--- src/rtl/zzadd_pipe.sv ---
// Chunked, stall-able pipelined adder: one WIDTH/STAGES-bit chunk per stage, carries rippled through flops.
// Optional overflow flag enabled by defining ZZADD_PIPE_OVF_EN (ovf tied low otherwise).
module zzadd_pipe #(
  parameter int unsigned WIDTH  = 64,
  parameter int unsigned STAGES = 4
) (
  input  logic             rclk,
  input  logic             arst_l,
  input  logic             in_vld,
  output logic             in_rdy,
  input  logic [WIDTH-1:0] rs1_data,
  input  logic [WIDTH-1:0] rs2_data,
  input  logic             cin,
  input  logic             sub,
  output logic             out_vld,
  input  logic             out_rdy,
  output logic [WIDTH-1:0] adder_out,
  output logic             cout_half,
  output logic             cout,
  output logic             ovf
);

  localparam int unsigned CW  = WIDTH / STAGES;
  localparam int unsigned HS  = (WIDTH / 2 - 1) / CW;
  localparam logic [CW:0] ONE = (CW + 1)'(1);

  logic stall;
  logic en;

  assign stall  = out_vld & ~out_rdy;
  assign en     = ~stall;
  assign in_rdy = en;

  for (genvar k = 0; k < STAGES; k++) begin : g_st
    localparam int unsigned RW = WIDTH - k * CW;

    logic [RW-1:0]         a_in;
    logic [RW-1:0]         b_in;
    logic                  c_in;
    logic                  v_in;
    logic                  c_nx;
    logic [CW-1:0]         s_nx;
    logic [(k+1)*CW-1:0]   r_nx;
    logic                  v_q;
    logic                  c_q;
    logic [(k+1)*CW-1:0]   r_q;

    if (k == 0) begin : g_head
      assign a_in = rs1_data;
      assign b_in = sub ? ~rs2_data : rs2_data;
      assign c_in = cin;
      assign v_in = in_vld;
      assign r_nx = s_nx;
    end else begin : g_tail
      assign a_in = g_st[k-1].g_fwd.a_q;
      assign b_in = g_st[k-1].g_fwd.b_q;
      assign c_in = g_st[k-1].c_q;
      assign v_in = g_st[k-1].v_q;
      assign r_nx = {s_nx, g_st[k-1].r_q};
    end

    assign {c_nx, s_nx} = {1'b0, a_in[CW-1:0]} + {1'b0, b_in[CW-1:0]} + (CW + 1)'(c_in);

    always_ff @(posedge rclk or negedge arst_l) begin
      if (!arst_l) begin
        v_q <= 1'b0;
        c_q <= 1'b0;
        r_q <= '0;
      end else if (en) begin
        v_q <= v_in;
        c_q <= c_nx;
        r_q <= r_nx;
      end
    end

    // Operand bits not yet consumed travel with the partial result.
    if (k < STAGES - 1) begin : g_fwd
      logic [RW-CW-1:0] a_q;
      logic [RW-CW-1:0] b_q;

      always_ff @(posedge rclk or negedge arst_l) begin
        if (!arst_l) begin
          a_q <= '0;
          b_q <= '0;
        end else if (en) begin
          a_q <= a_in[RW-1:CW];
          b_q <= b_in[RW-1:CW];
        end
      end
    end

    // Half carry may fall mid-chunk: add only the bits below WIDTH/2 and test for spill past them.
    if (k >= HS) begin : g_h
      logic h_nx;
      logic h_q;

      if (k == HS) begin : g_calc
        localparam int unsigned HL = WIDTH / 2 - k * CW;
        localparam logic [CW:0] HM = (ONE << HL) - ONE;
        logic [CW:0] h_sum;

        assign h_sum = {1'b0, a_in[CW-1:0] & HM[CW-1:0]}
                     + {1'b0, b_in[CW-1:0] & HM[CW-1:0]}
                     + (CW + 1)'(c_in);
        assign h_nx  = h_sum > HM;
      end else begin : g_pass
        assign h_nx = g_st[k-1].g_h.h_q;
      end

      always_ff @(posedge rclk or negedge arst_l) begin
        if (!arst_l)  h_q <= 1'b0;
        else if (en)  h_q <= h_nx;
      end
    end
  end

`ifdef ZZADD_PIPE_OVF_EN
  localparam int unsigned ML = CW - 1;
  localparam logic [CW:0] MM = (ONE << ML) - ONE;

  logic [CW:0] m_sum;
  logic        ovf_q;

  assign m_sum = {1'b0, g_st[STAGES-1].a_in[CW-1:0] & MM[CW-1:0]}
               + {1'b0, g_st[STAGES-1].b_in[CW-1:0] & MM[CW-1:0]}
               + (CW + 1)'(g_st[STAGES-1].c_in);

  always_ff @(posedge rclk or negedge arst_l) begin
    if (!arst_l)  ovf_q <= 1'b0;
    else if (en)  ovf_q <= (m_sum > MM) ^ g_st[STAGES-1].c_nx;
  end

  assign ovf = ovf_q;
`else
  assign ovf = 1'b0;
`endif

  assign out_vld   = g_st[STAGES-1].v_q;
  assign adder_out = g_st[STAGES-1].r_q;
  assign cout      = g_st[STAGES-1].c_q;
  assign cout_half = g_st[STAGES-1].g_h.h_q;

endmodule

--- config.mk ---
export PLATFORM = sky130hd
export DESIGN_NAME = zzadd_pipe
export DESIGN_NICKNAME = d
export VERILOG_FILES = /design/src/rtl/zzadd_pipe.sv
export SDC_FILE = /design/constraint.sdc
export NUM_CORES = 1
export LEC_CHECK = 0
export ABC_CLOCK_PERIOD_IN_PS = 4750
export BUFFER_PORTS_ARGS = -buffer_cell sky130_fd_sc_hd__buf_2
export CORE_MARGIN = 2
export CORE_UTILIZATION = 63
export DETAILED_ROUTE_END_ITERATION = 10
export HOLD_SLACK_MARGIN = 0.1
export PLACE_DENSITY = 0.86
export SETUP_SLACK_MARGIN = 0.4
export SLEW_MARGIN = 20
export SYNTH_ARGS = -nofsm -noshare
export SYNTH_HDL_FRONTEND = slang
export SYNTH_SLANG_ARGS = --single-unit
--- constraint.sdc ---
create_clock -name rclk -period 4.75 [get_ports rclk]
set_clock_uncertainty 0.15 [all_clocks]
set_input_delay 0.95 -clock rclk [delete_from_list [all_inputs] [get_ports rclk]]
set_output_delay 0.95 -clock rclk [all_outputs]
set_load 0.01 [all_outputs]
==> summary.txt <==
Outcome
  • Status: complete, no violations

Worst setup path
  • Crit path DAT: 3.48 ns
  • R2R setup slack: approximately 1.7 ns
  • Worst EP required: 4.97 ns
  • Worst reg2reg startpoint: g_st[2].g_fwd.a_q[0]$_DFFE_PN0N_
  • Startpoint types: primary input
  • FF-to-FF End: adder_out[62]$_DFFE_PN0N_
  • Worst setup EP type: register
  • Crit-path max FO: 10
  • Crit path from: sub
  • Worst Reg-to-Reg Cells: 11
  • Critical path destination: g_st[0].r_q[14]$_DFFE_PN0N_
  • Worst setup path class: in -> reg

Detailed routing
  • Via/cell ratio: about 5.3
  • Met2 Wirelength: 16.4 mm
  • WL per Instance: 14.3 µm
  • Vias: 12.7k
  • Detail Route met3 WL: 1.40 mm
  • DRT Wirelength: 34.3 mm
  • Iter 0 DRT Violations: 1,061
  • DRC errors left: 0
  • Max layer used: met4
  • Antenna Nets Post-Route: 0
  • Drt first pass iters: 5
  • Wire length on met1: 15.3 mm

Timing
  • Final setup violation count: 0
  • Highest clock rate: 307 MHz
  • Tmin final: 3.26 ns
  • Slew of the pin with the lowest slew margin: 0.933 ns
  • Total Neg Setup Slack: 0 ns
  • Min Hold Slack: 0.283 ns
  • Slew Viols, Final: 0
  • RSZ-0062 raised after global routing: no
  • Final hold vios: 0
  • Period utilisation layout: a little under 70%
  • Slew margin rel.: 37.8%

Synth
  • Number of flops mapped to enable cells by yosys: 0
  • Post-Synthesis Cell Area: 0.0168 mm²
  • Synth top area cells: dfrtp_1, nand2_1, ha_1
  • Netlist cell types: 64
  • Ys async rst share: 100%
  • Seq cells post-synth: between 300 and 400
  • Post-synth top flop: dfrtp_1
  • Synth warn: 0
  • Post-Syn Nets: 2,078
  • Register area share after synthesis: between 50% and 60%
  • Synth area leader: dfrtp_1
  • Post-Syn Instances: roughly 1.9k
  • Synth top area share: 54.2%
  • Syn avg cell area: 8.93 µm²

Cells and area
  • Final nets: 2,234
  • Most frequent cells in the layout: nand2_1, dfrtp_1, buf_2, o21ai_1, a21oi_1
  • Proportion of layout cells with a drive suffix above 1: 13.2%
  • Finished Layout Cells: 2,390
  • Commonest non-fill, non-tap cell in the layout: nand2_1
  • Area grow syn2layout: 13.6%
  • Fin area: roughly 0.019 mm²

Pwr
  • Worst VDD drop: around 480 µV
  • Tot Pwr: 13.0 mW
  • Leakage power: 9.82 nW
  • PD cells: 685 mW/mm²

GRT
  • Initial antenna violation count: 3
  • Largest net degree at the start of global routing: 193
  • First-pass GRT wire length: 57.9 mm
  • GRT Overall Usage: between 20% and 30%
  • Gr ovfl total: 0
  • Vias in the first global route: 12.2k

Clock network
  • Clk sinks: 363
  • Hold bufs inserted after CTS: 0
  • Clock Root Buffer: clkbuf_16
  • Clock latency at the later pin of the worst-skew pair: roughly 0.52 ns
  • CTS buffer count: 37
  • CTS Buffer Depth: 3
  • Post-CTS setup buffers: 0
  • Worst-path clk slew: 0.06 ns
  • Post-CTS Resized: 0
  • CTS tree: done
  • H-tree depth: 2

Flow run
  • Max Cap Violations: 0

Placement
  • HPWL after DPL: 22.7 mm
  • Placed Instances: 2,328
  • Placer Congestion: 0.911
  • PortBufs: 201
  • Placed cell area: 0.0180 mm²

Floorplan
  • Die X: 167 µm
  • FP Rows: 59
  • DIE HEIGHT: about 170 µm
  • Initial Utilization: 64.3%
  • Die area: approximately 0.028 mm²
  • Core area: 0.0261 mm²
  • Ports: 203

Min path
  • Worst min path class: in -> async
## cell type report
type	count	area, µm²
Sequential cell	363	9080
Multi-Input combinational cell	1396	7200
Fill cell	1945	7020
Timing Repair Buffer	212	1160
Clock buffer	52	1030
Tap cell	335	419
Inverter	22	90.1
Clock inverter	7	42.5
Antenna cell	3	7.51
## per-stage QoR
| step | utilization [%] | setup slack, ns |
|---|---|---|
| 6_report | 73.1 | 1.49 |
| 5_1_grt | 73.1 | 1.39 |
| 4_1_cts | 73.0 | 1.52 |
| 3_5_place_dp | 68.9 | 0.989 |
| 3_3_place_gp | 68.9 | 1.01 |
| 2_1_floorplan | - | 1.07 |
## Yosys cell counts (all sizes together), types with 2 or more instances
| master | instances |
|---|---|
| a2111o | 2 |
| a2111oi | 2 |
| a211o | 4 |
| a211oi | 3 |
| a21boi | 3 |
| a21o | 15 |
| a21oi | 74 |
| a221oi | 2 |
| a311o | 2 |
| a31oi | 9 |
| a41oi | 2 |
| and2 | 3 |
| and3 | 2 |
| buf | 19 |
| clkbuf | 76 |
| dfrtp | 363 |
| fa | 8 |
| ha | 60 |
| inv | 22 |
| nand2 | 834 |
| nand2b | 13 |
| nand3 | 11 |
| nand4 | 3 |
| nand4b | 2 |
| nor2 | 57 |
| nor2b | 13 |
| nor3 | 8 |
| o2111ai | 2 |
| o211ai | 7 |
| o21a | 9 |
| o21ai | 106 |
| o21bai | 3 |
| o31ai | 2 |
| o41ai | 2 |
| or3 | 7 |
| xnor2 | 72 |
| xor2 | 40 |
## cell families after synthesis
| group | after synthesis | share of synthesized area (%) |
|---|---|---|
| other | 1 | 0.0224 |
| and+or+nand+nor | 959 | 22.6 |
| muxes | 1 | 0.0597 |
| adders and majority gates | 68 | 5.44 |
| DFF | 363 | 54.2 |
| AOI/OAI and AO/OA | 255 | 8.98 |
| xor gates and xnor gates | 112 | 5.86 |
| buffers and inverters | 117 | 2.85 |
## how the worst min path moves through the flow
stage,to,cells past startpoint
after CTS,g_st[2].r_q[9]$_DFFE_PN0N_,1
after global placement,adder_out[0]$_DFFE_PN0N_,2
after detailed placement,adder_out[39]$_DFFE_PN0N_,2
after global routing,adder_out[6]$_DFFE_PN0N_,1
final,adder_out[6]$_DFFE_PN0N_,1
after floorplan,g_st[2].v_q$_DFFE_PN0N_,2
## sequential cells by signal (all words and copies together), names as in the netlist
name,flops
cout_half,1
g_st.v_q,3
g_st.c_q,3
g_st.g_fwd.b_q,96
g_st.r_q,96
cout,1
out_vld,1
g_st.g_fwd.a_q,96
adder_out,64
g_st.g_h.h_q,2
## worst max-delay path, cell delays in order
cell	delay, ns
buf_4	0.18
xor2_1	0.19
fa_1	0.41
inv_1	0.09
fa_1	0.20
nor2b_1	0.07
o2111ai_1	0.24
a31oi_1	0.18
or4b_1	0.50
a31oi_1	0.21
xor2_1	0.17
o21ai_1	0.07
## power breakdown
part	total (mW)	switching [mW]	internal, mW
Clock	2.63	1.13	1.51
Sequential	5.26	0.768	4.49
Combinational	5.16	3.06	2.10
Total	13.0	4.96	8.09
## layer usage
layer | global-route usage, % | vias to the layer above
li1 | - | 6331
met1 | 35.0 | 6010
met5 | 0 | -
met4 | 8.85 | 0
met3 | 3.40 | 74
met2 | 39.8 | 299
No activity file was read; power rests on OpenSTA's default activity.
